==> src/rtl/sha2_pad_multi.sv <==
// SHA-256/512 message padder: forwards FIFO words, then the 0x80 marker, zero fill and the length field.
// Latency: combinational pass-through, 0 cycles from FIFO to engine, with no internal buffering.
// Backpressure: fifo_rready follows shaf_rready; output word and state hold while valid && !ready.
module sha2_pad_multi #(
    parameter int DataW = 64,
    parameter int LenW  = 128
) (
    input  logic             clk_i,
    input  logic             rst_ni,
    input  logic             sha_en,
    input  logic             mode_i,
    input  logic             hash_start,
    input  logic             hash_process,
    input  logic             hash_done,
    input  logic [LenW-1:0]  message_length,
    input  logic             fifo_rvalid,
    input  logic [DataW-1:0] fifo_rdata,
    input  logic [DataW/8-1:0] fifo_rmask,
    output logic             fifo_rready,
    output logic             shaf_rvalid,
    output logic [DataW-1:0] shaf_rdata,
    input  logic             shaf_rready,
    output logic             msg_feed_complete
);
    localparam int MW = DataW / 8;

    typedef enum logic [2:0] {
        StIdle, StRecv, StPad80, StPad00, StLenHi, StLenLo
    } state_e;

    state_e            state_q, state_d;
    logic [3:0]        word_idx_q;
    logic [LenW-1:0]   fed_bits_q;
    logic              mode_q;
    logic              proc_flag_q;

    logic              xfer, msg_word, clear_cnt, latch_mode, partial, mask_ok;
    logic [2:0]        nb;
    logic [5:0]        shift;
    logic [DataW-1:0]  aw_mask, keep64, marker64, keep_mask, marker, pad_word;
    logic [DataW-1:0]  len_hi, len_lo, word_dat;
    logic [MW-1:0]     act_mask, inv_mask;

    assign aw_mask  = mode_q ? {DataW{1'b1}} : DataW'(32'hFFFF_FFFF);
    assign act_mask = mode_q ? {MW{1'b1}} : MW'(4'hF);
    assign partial  = mode_q ? !(&fifo_rmask) : !(&fifo_rmask[3:0]);
    assign inv_mask = ~fifo_rmask & act_mask;
    assign mask_ok  = (inv_mask & (inv_mask + MW'(1))) == '0;

    // Marker position is computed on the 64-bit lane; SHA-256 takes the top half moved down.
    assign nb        = mode_q ? message_length[5:3] : {1'b0, message_length[4:3]};
    assign shift     = {nb, 3'b000};
    assign keep64    = ~({DataW{1'b1}} >> shift);
    assign marker64  = {1'b1, {(DataW-1){1'b0}}} >> shift;
    assign keep_mask = mode_q ? keep64 : (keep64 >> 32);
    assign marker    = mode_q ? marker64 : (marker64 >> 32);
    assign pad_word  = (fifo_rdata & keep_mask) | marker;

    assign len_hi = mode_q ? message_length[127:64] : DataW'(message_length[63:32]);
    assign len_lo = mode_q ? message_length[63:0]   : DataW'(message_length[31:0]);

    always_comb begin
        state_d     = state_q;
        shaf_rvalid = 1'b0;
        fifo_rready = 1'b0;
        word_dat    = '0;
        msg_word    = 1'b0;
        clear_cnt   = 1'b0;
        latch_mode  = 1'b0;
        if (!sha_en) begin
            state_d   = StIdle;
            clear_cnt = 1'b1;
        end else if (hash_start) begin
            state_d    = StRecv;
            clear_cnt  = 1'b1;
            latch_mode = 1'b1;
        end else begin
            unique case (state_q)
                StIdle: ;
                StRecv: begin
                    if (fifo_rvalid && partial) begin
                        state_d = StPad80;
                    end else if (proc_flag_q && (fed_bits_q == message_length)) begin
                        state_d = StPad80;
                    end else begin
                        shaf_rvalid = fifo_rvalid;
                        fifo_rready = shaf_rready;
                        word_dat    = fifo_rdata;
                        msg_word    = 1'b1;
                    end
                end
                StPad80: begin
                    shaf_rvalid = 1'b1;
                    word_dat    = pad_word;
                    fifo_rready = shaf_rready && (nb != 3'd0);
                    if (shaf_rready) state_d = (word_idx_q == 4'd13) ? StLenHi : StPad00;
                end
                StPad00: begin
                    shaf_rvalid = 1'b1;
                    if (shaf_rready && (word_idx_q == 4'd13)) state_d = StLenHi;
                end
                StLenHi: begin
                    shaf_rvalid = 1'b1;
                    word_dat    = len_hi;
                    if (shaf_rready) state_d = StLenLo;
                end
                StLenLo: begin
                    shaf_rvalid = 1'b1;
                    word_dat    = len_lo;
                    if (shaf_rready) state_d = StIdle;
                end
                default: state_d = StIdle;
            endcase
        end
    end

    assign xfer              = shaf_rvalid && shaf_rready;
    assign shaf_rdata        = shaf_rvalid ? (word_dat & aw_mask) : '0;
    assign msg_feed_complete = proc_flag_q && (state_q == StIdle);

    always_ff @(posedge clk_i or negedge rst_ni) begin
        if (!rst_ni) begin
            state_q     <= StIdle;
            word_idx_q  <= '0;
            fed_bits_q  <= '0;
            mode_q      <= 1'b0;
            proc_flag_q <= 1'b0;
        end else begin
            state_q <= state_d;
            if (latch_mode) mode_q <= mode_i;
            if (clear_cnt) begin
                word_idx_q <= '0;
                fed_bits_q <= '0;
            end else if (xfer) begin
                word_idx_q <= word_idx_q + 4'd1;
                if (msg_word) fed_bits_q <= fed_bits_q + (mode_q ? LenW'(64) : LenW'(32));
            end
            if (hash_process) proc_flag_q <= 1'b1;
            else if (hash_done || hash_start) proc_flag_q <= 1'b0;
        end
    end

    a_partial_needs_proc: assert property (@(posedge clk_i) disable iff (!rst_ni)
        (state_q == StRecv && sha_en && !hash_start && fifo_rvalid && partial) |-> proc_flag_q);
    a_mask_contig: assert property (@(posedge clk_i) disable iff (!rst_ni)
        (sha_en && !hash_start && fifo_rvalid && (state_q == StRecv || state_q == StPad80)) |-> mask_ok);
    a_block_multiple: assert property (@(posedge clk_i) disable iff (!rst_ni)
        (state_q == StLenLo && xfer) |-> (word_idx_q == 4'd15));
endmodule

==> config.mk <==
export PLATFORM = sky130hd
export DESIGN_NAME = sha2_pad_multi
export DESIGN_NICKNAME = d
export VERILOG_FILES = /design/src/rtl/sha2_pad_multi.sv
export SDC_FILE = /design/constraint.sdc
export NUM_CORES = 1
export LEC_CHECK = 0
export ABC_AREA = 1
export BUFFER_PORTS_ARGS = -buffer_cell sky130_fd_sc_hd__clkbuf_2
export CAP_MARGIN = 10
export CORE_MARGIN = 2
export CORE_UTILIZATION = 30
export CTS_BUF_LIST = sky130_fd_sc_hd__clkbuf_16
export CTS_CLUSTER_DIAMETER = 200
export CTS_CLUSTER_SIZE = 24
export DETAILED_ROUTE_END_ITERATION = 8
export GPL_TIMING_DRIVEN = 0
export PLACE_DENSITY = 0.56
export SYNTH_ARGS = -nofsm -noshare
export SYNTH_HDL_FRONTEND = slang
export SYNTH_SLANG_ARGS = --single-unit
==> constraint.sdc <==
create_clock -name clk_i -period 2.9 [get_ports clk_i]
set_clock_uncertainty 0.05 [all_clocks]
set_input_delay 0.145 -clock clk_i [delete_from_list [all_inputs] [get_ports clk_i]]
set_output_delay 0.145 -clock clk_i [all_outputs]
set_load 0.02 [all_outputs]
==> metrics.md, run 1 <==
| Metric | Value |
|---|---|
| Reg2Reg Setup Slack | `-150 ps` |
| Die height | `221 um` |
| Initial antenna violation count | `2` |
| Place WS | `-2070 ps` |
| Final cycle utilization of the critical path | `1.10` |
| Run status | `complete, but fails checks` |
| Number of H-tree levels | `4` |
| Worst Path Required | `2710 ps` |
| Worst setup path class | `reg2out` |
| # rows | `79` |
| Synthesis warning total | `0` |
| Synth top area share | `0.234` |
| Worst hold slack | `65.3 ps` |
| Vias/cell | `5.57` |
| Buf/Inv on CP | `3` |
| Average size of a mapped cell | `5.56 um2` |
| Tmin final | `3190 ps` |
| Commonest non-fill, non-tap cells in the layout | `nand2_1, nor2_1, inv_1` |
| Antenna Nets Post-Route | `0` |
| Min-Delay Startpoint | `hash_start` |
| Tot GR Track Use | `0.404` |
| Area of the multi-input gates | `10,900 um2` |
| Share of layout cells above drive strength 1 | `0.307` |
| Reg area | `3380 um2` |
| Cts bufs inserted | `17` |
| Tightest Pin Transition | `1430 ps` |
| Total gr overflow | `0` |
| Syn nets | `2,754` |
| Distinct cells, synth | `41` |
| Largest net degree at the start of global routing | `70` |
| Failing checks | `negative setup slack` |
| Hold Crit Class | `in2reg` |
| CP cell instances | `inv_1 > nand2_1 > a21oi_1 > nand2_1 > nor2_1 > nand2_1 > nor2_2 > nand2_2 > o21bai_4 > buf_12 > o31ai_2 > a21oi_1 > nor2_4 > clkbuf_8` |
| Reg2reg start | `mode_q$_DFFE_PN0P_` |
| Filler cell count | `5,084` |
| DR vias | `19,800` |
| Wire length per cell | `29.2 um` |
| Relative slew slack | `0.0437` |
| Register area share after synthesis | `0.234` |
| Clk_lat worst skew | `500 ps` |
| Reg-to-reg endpoint | `fed_bits_q[93]$_DFFE_PN0P_` |
| CTS tree | `yes` |
| Area leader, netlist | `dfrtp_1` |
| Pwr per Cell Area | `265 nW/um2` |
| Max Slew Vio Count | `0` |
| Final setup violation count | `148` |
| Core ar. | `46,500 um2` |
| Worst EP arrival | `3000 ps` |
| Post-Syn Instances | `2,539` |
| CP endpoint kind | `primary output` |
| Boundary pin count | `276` |
| Peak VDD IR | `0.000284 V` |
| Delay-heaviest family, CP | `compound AO/OA/AOI/OAI gates` |
| Final core occ | `0.443` |
| Mapped Area | `14,100 um2` |
| Setup_tns | `-20,050 ps` |
| DRC | `0` |
| Initial DRC Count | `2,316` |
| WHS Endpoint | `mode_q$_DFFE_PN0P_` |
| DP Wirelength | `84.8 mm` |
| Drt pass-1 iters | `6` |
| First-pass GRT wire length | `139 mm` |
| CTS Buffer Depth | `2` |
| Synth area leaders | `dfrtp_1, nand2_1, nor2_1` |
| Biggest cell delay along the critical path | `470 ps` |
| Post-Route WL | `104 mm` |
| Number of global-route vias before repair | `18,400` |
| Antenna fix cells | `0` |
| WHS Path Cells | `3` |
| CP startpoint kind | `register` |
| Worst-path clk slew | `70 ps` |
| Leading cell type in the layout, fill and taps excluded | `nand2_1` |
| # port buffers | `274` |
| Worst path slowest cell | `dfrtp_1` |
| Worst R2R Path Depth | `16` |
| Initial Util | `0.304` |
| Final number of hold-violating endpoints | `0` |
| Nets@finish | `3,150` |
| Unrepaired setup endpoints after global routing | `yes` |
| Worst Path Max Fanout | `9` |
| Most numerous cell on the critical path | `nand2_1` |
| Final WS setup | `-290 ps` |
| CTS root buf | `clkbuf_16` |
| Peak Freq | `313 MHz` |
| Clock Sinks | `132` |
| GP Congestion | `1.06` |
| Area Overhead vs Synth | `46.0%` |
| Die area | `48,800 um2` |
| DIE WIDTH | `221 um` |
| Maxcap violations | `0` |
| Leakage | `8.74 nW` |
| Synthesized flop and latch total | `132` |
## worst max-delay path by stage
stage | startpoint | end | slack (ps) | cells past startpoint
floorplan | mode_q$_DFFE_PN0P_ | fed_bits_q[101]$_DFFE_PN0P_ | 30 | 17
global placement | mode_q$_DFFE_PN0P_ | fed_bits_q[101]$_DFFE_PN0P_ | -2100 | 17
detailed placement | mode_q$_DFFE_PN0P_ | fed_bits_q[101]$_DFFE_PN0P_ | -2070 | 17
CTS | fed_bits_q[70]$_DFFE_PN0P_ | shaf_rdata[25] | -270 | 18
global route | fed_bits_q[41]$_DFFE_PN0P_ | shaf_rdata[28] | -360 | 14
finish | fed_bits_q[41]$_DFFE_PN0P_ | shaf_rdata[30] | -290 | 14
## power breakdown
part / switching (mW) / internal (mW) / leakage [nW]
Combinational: 0.834 / 0.362 / 6.69
Sequential: 0.00745 / 1.85 / 1.74
Clock: 1.00 / 1.41 / 0.306
## state kept, by name, indices dropped and copies added, names as in the netlist
signal	count
word_idx_q	4
proc_flag_q	1
state_q	3
fed_bits_q	123
mode_q	1
## cells by family (layout without fill, tap and decap cells)
logic type,after synthesis,after routing,synth area share
flops,132,132,0.234
simple gates,1701,1702,0.495
buf+inv,378,786,0.110
fa+ha+maj,6,6,0.00585
compound gates,210,210,0.0855
xor+xnor,112,112,0.0695
## Yosys cell counts
| cell type | instances |
|---|---|
| xor2_1 | 105 |
| buf_4 | 3 |
| a32o_1 | 4 |
| o211ai_1 | 9 |
| nor3_1 | 107 |
| xnor2_1 | 7 |
| a31oi_1 | 3 |
| o22ai_1 | 45 |
| o21ai_1 | 8 |
| and2_1 | 1 |
| nand3b_1 | 1 |
| buf_1 | 2 |
| nand2_1 | 876 |
| buf_2 | 27 |
| dfrtp_1 | 132 |
| clkbuf_2 | 4 |
| o21bai_2 | 1 |
| buf_6 | 11 |
| a21oi_1 | 70 |
| nor3b_1 | 4 |
| o221ai_1 | 4 |
| clkinv_1 | 2 |
| o221a_2 | 1 |
| nor2_4 | 1 |
| nand3_1 | 169 |
| nor2_2 | 6 |
| or2_2 | 6 |
| nand4_1 | 56 |
| nor4_1 | 20 |
| o2111ai_2 | 1 |
| o31ai_1 | 2 |
| o21bai_1 | 2 |
| nand2_2 | 1 |
| a22oi_1 | 2 |
| ha_1 | 5 |
| fa_1 | 1 |
| inv_2 | 46 |
| inv_1 | 234 |
| o21ai_0 | 58 |
| clkbuf_1 | 49 |
| nor2_1 | 453 |
## stage by stage
stage | instance area, um2 | total power, mW | std cells
floorplan | 14100 | 2.28 | 2539
global placement | 16200 | 2.83 | 3420
detailed placement | 16300 | 2.83 | 3421
CTS | 18600 | 5.35 | 3501
global route | 20600 | 5.60 | 3555
finish | 20600 | 5.46 | 3555
## per-layer routing
metal  track usage  up-vias  wire length [um]
met1         0.532     9597             42800
met5             0        -                 8
met2         0.627     1098             45600
met3        0.0758      235              8990
met4         0.213        2              6360
li1              -     8880                 -
## area by class of cell
type                    instances  share of cell area
plain buffers                  93              0.0396
clock buffers                  17              0.0207
clock inverters                15             0.00845
inverters                     282              0.0540
multi-input cells            2030               0.531
flip-flops and latches        132               0.164
well taps                     607              0.0369
repair buffers                379               0.146
## tightest hold or removal path: stages
cell and delay (ps):
clkbuf_2 140, nand2_1 190, a21oi_1 110
## what timing repair did
item,4_1_cts,5_1_grt
pin swaps,29,129
endpoints found under the hold margin,69,0
gates cloned,5,15
setup buffers,36,41
hold buffers,9,0
setup endpoints to repair,189,189
resized for setup,368,422
Power figures use the tool's default switching activity.
==> inputs of run 2 (changes only) <==
--- a/config.mk
+++ b/config.mk
@@ -15,6 +15,7 @@
 export CTS_CLUSTER_SIZE = 24
 export DETAILED_ROUTE_END_ITERATION = 8
 export GPL_TIMING_DRIVEN = 0
+export MAX_ROUTING_LAYER = met4
 export PLACE_DENSITY = 0.56
 export SYNTH_ARGS = -nofsm -noshare
 export SYNTH_HDL_FRONTEND = slang
==> metrics.md, run 2 (synthesized netlist as in run 1, its figures left out) <==
| Metric | Value |
|---|---|
| Core ar. | `46,500 um2` |
| CP endpoint kind | `primary output` |
| Worst path slowest cell | `dfrtp_2` |
| Leakage | `8.54 nW` |
| Worst Path Required | `2710 ps` |
| Total power | `5.31 mW` |
| Maxcap violations | `0` |
| Final number of hold-violating endpoints | `0` |
| Worst setup path class | `reg2out` |
| Largest register FFs | `123` |
| DRC | `0` |
| Leading cell type in the layout, fill and taps excluded | `nand2_1` |
| Die area | `48,800 um2` |
| Peak Freq | `314 MHz` |
| Worst R2R Path Depth | `18` |
| Reg2Reg Setup Slack | `-150 ps` |
| CTS Buffer Depth | `2` |
| CP cell instances | `nand2_1 > nand2_1 > nor2_1 > nand2_1 > nor2_2 > nand2_2 > nor2_4 > nand2_4 > nor2_4 > nor2_4 > nand2_2 > nand2_4 > nand2_4 > inv_4 > nand2_8 > buf_8 > nor2_1 > buf_4` |
| Antenna Nets Post-Route | `0` |
| Worst EP arrival | `2990 ps` |
| CTS tree | `yes` |
| Biggest regs | `fed_bits_q x123, word_idx_q x4, state_q x3` |
| Vias/cell | `5.60` |
| Post-Route WL | `103 mm` |
| Clock Sinks | `132` |
| Wire length per cell | `29.0 um` |
| First-pass GRT wire length | `139 mm` |
| Tot GR Track Use | `0.418` |
| DIE WIDTH | `221 um` |
| Number of global-route vias before repair | `18,200` |
| DR vias | `19,900` |
| CTS root buf | `clkbuf_16` |
| Max Slew Vio Count | `0` |
| Worst hold slack | `62.5 ps` |
| Worst-path clk slew | `70 ps` |
| Biggest cell delay along the critical path | `440 ps` |
| Cts bufs inserted | `17` |
| Clk_lat worst skew | `500 ps` |
| Biggest register | `fed_bits_q` |
| GP Congestion | `1.04` |
| Total gr overflow | `0` |
| Die height | `221 um` |
| Area Overhead vs Synth | `41.2%` |
| Nets@finish | `3,143` |
| Peak VDD IR | `0.000449 V` |
| Reg2reg start | `mode_q$_DFFE_PN0P_` |
| Share of layout cells above drive strength 1 | `0.281` |
| Number of H-tree levels | `4` |
| Relative slew slack | `0.161` |
| Final cycle utilization of the critical path | `1.10` |
| Unrepaired setup endpoints after global routing | `yes` |
| CP startpoint kind | `register` |
| Boundary pin count | `276` |
| Commonest non-fill, non-tap cells in the layout | `nand2_1, nor2_1, clkbuf_2` |
| Final WS setup | `-284 ps` |
| Filler cell count | `5,172` |
| Initial DRC Count | `2,494` |
| Tmin final | `3180 ps` |
| Final setup violation count | `81` |
| Pwr per Cell Area | `267 nW/um2` |
| Drt pass-1 iters | `6` |
| # port buffers | `274` |
| Initial Util | `0.304` |
| Tightest Pin Transition | `1260 ps` |
| Hold Crit Class | `in2async` |
| Initial antenna violation count | `1` |
| Failing checks | `negative setup slack` |
| DP Wirelength | `84.8 mm` |
| Worst Path Max Fanout | `8` |
| Run status | `complete, but fails checks` |
| Largest net degree at the start of global routing | `100` |
| Reg-to-reg endpoint | `fed_bits_q[101]$_DFFE_PN0P_` |
| # rows | `79` |
==> run 2: cell types whose count changed in the layout (fill, tap and decap cells not counted), moves of 12 or more <==
cell | before | now
a21oi_1 | 54 | 26
buf_6 | 25 | 48
buf_2 | 7 | 21
buf_8 | 33 | 18
inv_1 | 219 | 207
a21oi_4 | 1 | 15
buf_4 | 95 | 65
nand2_2 | 52 | 30
a21oi_2 | 15 | 29
nand3_2 | 83 | 4
nand2_1 | 814 | 826
nand3_1 | 84 | 165
==> run 2: worst max-delay path: cells and delay by family (launching register included) <==
family	cells	cell delay (ps)
flops	1	440
simple gates	15	1650
buf+inv	3	370
==> run 2: worst max-delay path by stage <==
stage	to	start	cells past startpoint	slack [ps]
after floorplan	fed_bits_q[101]$_DFFE_PN0P_	mode_q$_DFFE_PN0P_	17	30
after CTS	shaf_rdata[17]	fed_bits_q[70]$_DFFE_PN0P_	17	-300
after global routing	shaf_rdata[25]	fed_bits_q[35]$_DFFE_PN0P_	16	-360
after detailed placement	fed_bits_q[101]$_DFFE_PN0P_	mode_q$_DFFE_PN0P_	17	-2190
final	shaf_rdata[0]	fed_bits_q[125]$_DFFE_PN0P_	18	-280
after global placement	fed_bits_q[101]$_DFFE_PN0P_	mode_q$_DFFE_PN0P_	17	-2240
==> run 2: timing repair <==
action | in CTS | in global routing
endpoints found under the hold margin | 42 | 0
resized for setup | 358 | 328
gates cloned | 6 | 4
hold buffers | 9 | 0
setup endpoints to repair | 190 | 191
pin swaps | 17 | 65
buffers inserted | 48 | 32
==> run 2: area by class of cell <==
class                           count  area, um2  area share
Inverter                          282       1120      0.0564
Multi-Input combinational cell   2030      10700       0.536
Sequential cell                   132       3370       0.169
Clock buffer                       17        425      0.0214
Antenna cell                        1       2.50    0.000126
Buffer                             93        697      0.0350
Clock inverter                     15        124     0.00622
Tap cell                          607        759      0.0381
Timing Repair Buffer              372       2740       0.137
==> run 2: stage by stage <==
step / area, um2 / utilization / worst slack (ps) / TNS (ps) / std cells
5_1_grt: 19900 / 0.429 / -361 / -22910 / 3549
2_1_floorplan: 14100 / - / 26.9 / 0 / 2539
3_5_place_dp: 16300 / 0.350 / -2190 / -156910 / 3421
4_1_cts: 18600 / 0.400 / -298 / -16380 / 3516
3_3_place_gp: 16200 / 0.350 / -2240 / -300650 / 3420
6_report: 19900 / 0.429 / -284 / -16460 / 3549
==> run 2: power by group <==
part / internal [mW] / switching, mW / total [mW]
logic: 0.383 / 0.849 / 1.23
registers: 1.85 / 0.00737 / 1.85
clock network: 1.23 / 0.995 / 2.23
==> run 2: layer usage <==
layer  vias to the layer above  GRT usage  routed length, um
met2                      1161      0.631              45200
li1                       8871          -                  -
met5                         -          -                  0
met1                      9590      0.539              42500
met4                         0      0.203               5960
met3                       241     0.0758               9170
==> inputs of run 3 (changes only) <==
--- a/config.mk
+++ b/config.mk
@@ -8,7 +8,6 @@
 export ABC_AREA = 1
 export BUFFER_PORTS_ARGS = -buffer_cell sky130_fd_sc_hd__clkbuf_2
 export CAP_MARGIN = 10
-export CORE_MARGIN = 2
 export CORE_UTILIZATION = 30
 export CTS_BUF_LIST = sky130_fd_sc_hd__clkbuf_16
 export CTS_CLUSTER_DIAMETER = 200
==> metrics.md, run 3 (synthesized netlist as in run 1, its figures left out) <==
| Metric | Value |
|---|---|
| Clock Sinks | `132` |
| DIE WIDTH | `219 um` |
| Area Overhead vs Synth | `41.8%` |
| Drt pass-1 iters | `8` |
| Relative slew slack | `0.199` |
| Number of global-route vias before repair | `17,900` |
| Final number of hold-violating endpoints | `0` |
| WHS Path Cells | `3` |
| Final setup violation count | `165` |
| CTS root buf | `clkbuf_16` |
| Biggest cell delay along the critical path | `480 ps` |
| Max Slew Vio Count | `0` |
| Run status | `complete, but fails checks` |
| Antenna Nets Post-Route | `0` |
| Nets@finish | `3,145` |
| Die height | `219 um` |
| Tmin final | `3170 ps` |
| Die area | `47,900 um2` |
| Post-Route WL | `101 mm` |
| Share of layout cells above drive strength 1 | `0.286` |
| Largest net degree at the start of global routing | `75` |
| Vias/cell | `5.56` |
| Worst-path clk slew | `70 ps` |
| Clk_lat worst skew | `500 ps` |
| Final WS setup | `-267 ps` |
| M3 GR Usage | `0.0758` |
| Tot GR Track Use | `0.426` |
| CTS Buffer Depth | `2` |
| Worst EP arrival | `2970 ps` |
| Worst Path Required | `2710 ps` |
| Largest register FFs | `123` |
| Leakage | `8.43 nW` |
| Failing checks | `negative setup slack` |
| First-pass GRT wire length | `135 mm` |
| Unrepaired setup endpoints after global routing | `yes` |
| Setup_tns | `-28,800 ps` |
| Number of H-tree levels | `4` |
| Most numerous cell on the critical path | `nand2_2` |
| Core ar. | `46,500 um2` |
| Total gr overflow | `0` |
| Maxcap violations | `0` |
| Wire length per cell | `28.6 um` |
| Place WS | `-2130 ps` |
| Worst setup path class | `reg2out` |
| Met2 GRT Util | `0.639` |
| Leading cell type in the layout, fill and taps excluded | `nand2_1` |
| Tightest Pin Transition | `1200 ps` |
| Final core occ | `0.431` |
| Peak VDD IR | `0.000326 V` |
| Filler cell count | `5,095` |
| Most Crowded Layer GR | `met2` |
| # rows | `79` |
| CP cell instances | `nand2_1 > o21ai_0 > nor2_1 > nand2_1 > nor2_2 > nand2_2 > nor2_2 > nand2_2 > nor2_4 > nor2_4 > nand2_2 > nand2_4 > nand2_4 > inv_6 > nand2_8 > clkbuf_16 > nor2_1 > buf_4` |
| # port buffers | `274` |
| Worst Path Max Fanout | `8` |
| Met1 usage | `0.544` |
| Reg2Reg Setup Slack | `-240 ps` |
| Cts bufs inserted | `17` |
| Total power | `5.45 mW` |
| Pwr per Cell Area | `272 nW/um2` |
| Boundary pin count | `276` |
| Peak Freq | `316 MHz` |
| Worst R2R Path Depth | `16` |
| DRC | `0` |
| CP startpoint kind | `register` |
| DP Wirelength | `83.8 mm` |
| Initial Util | `0.304` |
| Initial DRC Count | `2,593` |
| CP endpoint kind | `primary output` |
| CTS tree | `yes` |
| Initial antenna violation count | `3` |
| Biggest register | `fed_bits_q` |
| Commonest non-fill, non-tap cells in the layout | `nand2_1, nor2_1, clkbuf_2` |
| Worst path slowest cell | `dfrtp_1` |
| Hold Crit Class | `in2reg` |
| Biggest regs | `fed_bits_q x123, word_idx_q x4, state_q x3` |
| DR vias | `19,800` |
| GP Congestion | `1.07` |
| Final cycle utilization of the critical path | `1.09` |
## run 3: worst paths after layout
check | from | to
min in group asynchronous | rst_ni | state_q[1]$_DFFE_PN0P_
hold reg to reg | fed_bits_q[56]$_DFFE_PN0P_ | fed_bits_q[56]$_DFFE_PN0P_
hold / removal | sha_en | mode_q$_DFFE_PN0P_
max in group asynchronous | rst_ni | fed_bits_q[71]$_DFFE_PN0P_
setup reg to reg | fed_bits_q[70]$_DFFE_PN0P_ | fed_bits_q[8]$_DFFE_PN0P_
setup / recovery | fed_bits_q[16]$_DFFE_PN0P_ | shaf_rdata[28]
## run 3: layer usage
metal / wire [um] / share of wire
met4: 6330 / 0.062
met2: 44600 / 0.44
met3: 8750 / 0.086
met5: 0 / 0
met1: 41800 / 0.41
## run 3: area by class of cell
type	count	area, um2	share of cell area
clock buffer	17	425	0.0213
tap	607	759	0.0380
clock inverter	14	163	0.00813
antenna	2	5.00	0.000250
inverter	282	1110	0.0553
buffer	92	639	0.0320
multi-input combinational	2030	10700	0.536
timing repair buffer	375	2800	0.140
sequential	132	3380	0.169
## run 3: power breakdown
group | internal (mW) | switching [mW] | leakage [nW] | total (mW)
logic | 0.366 | 0.859 | 6.41 | 1.23
clock network | 1.34 | 1.03 | 0.288 | 2.37
registers | 1.85 | 0.00781 | 1.74 | 1.85
## run 3: critical path: cells and delay by family (launching register included)
kind,cells,cell delay [ps]
AOI/OAI and AO/OA,1,140
and+or+nand+nor,14,1440
buffers and inverters,3,400
DFF,1,480
## run 3: stage by stage
| stage | std cells | hold WS [ps] | cell area (um2) |
|---|---|---|---|
| 3_3_place_gp | 3420 | 293 | 16200 |
| 2_1_floorplan | 2539 | -201 | 14100 |
| 4_1_cts | 3518 | 21.9 | 18700 |
| 5_1_grt | 3550 | 54.8 | 20000 |
| 3_5_place_dp | 3421 | 140 | 16300 |
| 6_report | 3551 | 67.7 | 20000 |
## run 3: timing repair
item | 4_1_cts | 5_1_grt
setup buffers | 59 | 28
pin swaps | 16 | 52
endpoints found under the setup margin | 190 | 189
cloned | 3 | 4
hold buffers | 8 | 0
endpoints found under the hold margin | 64 | 0
resized for setup | 401 | 330
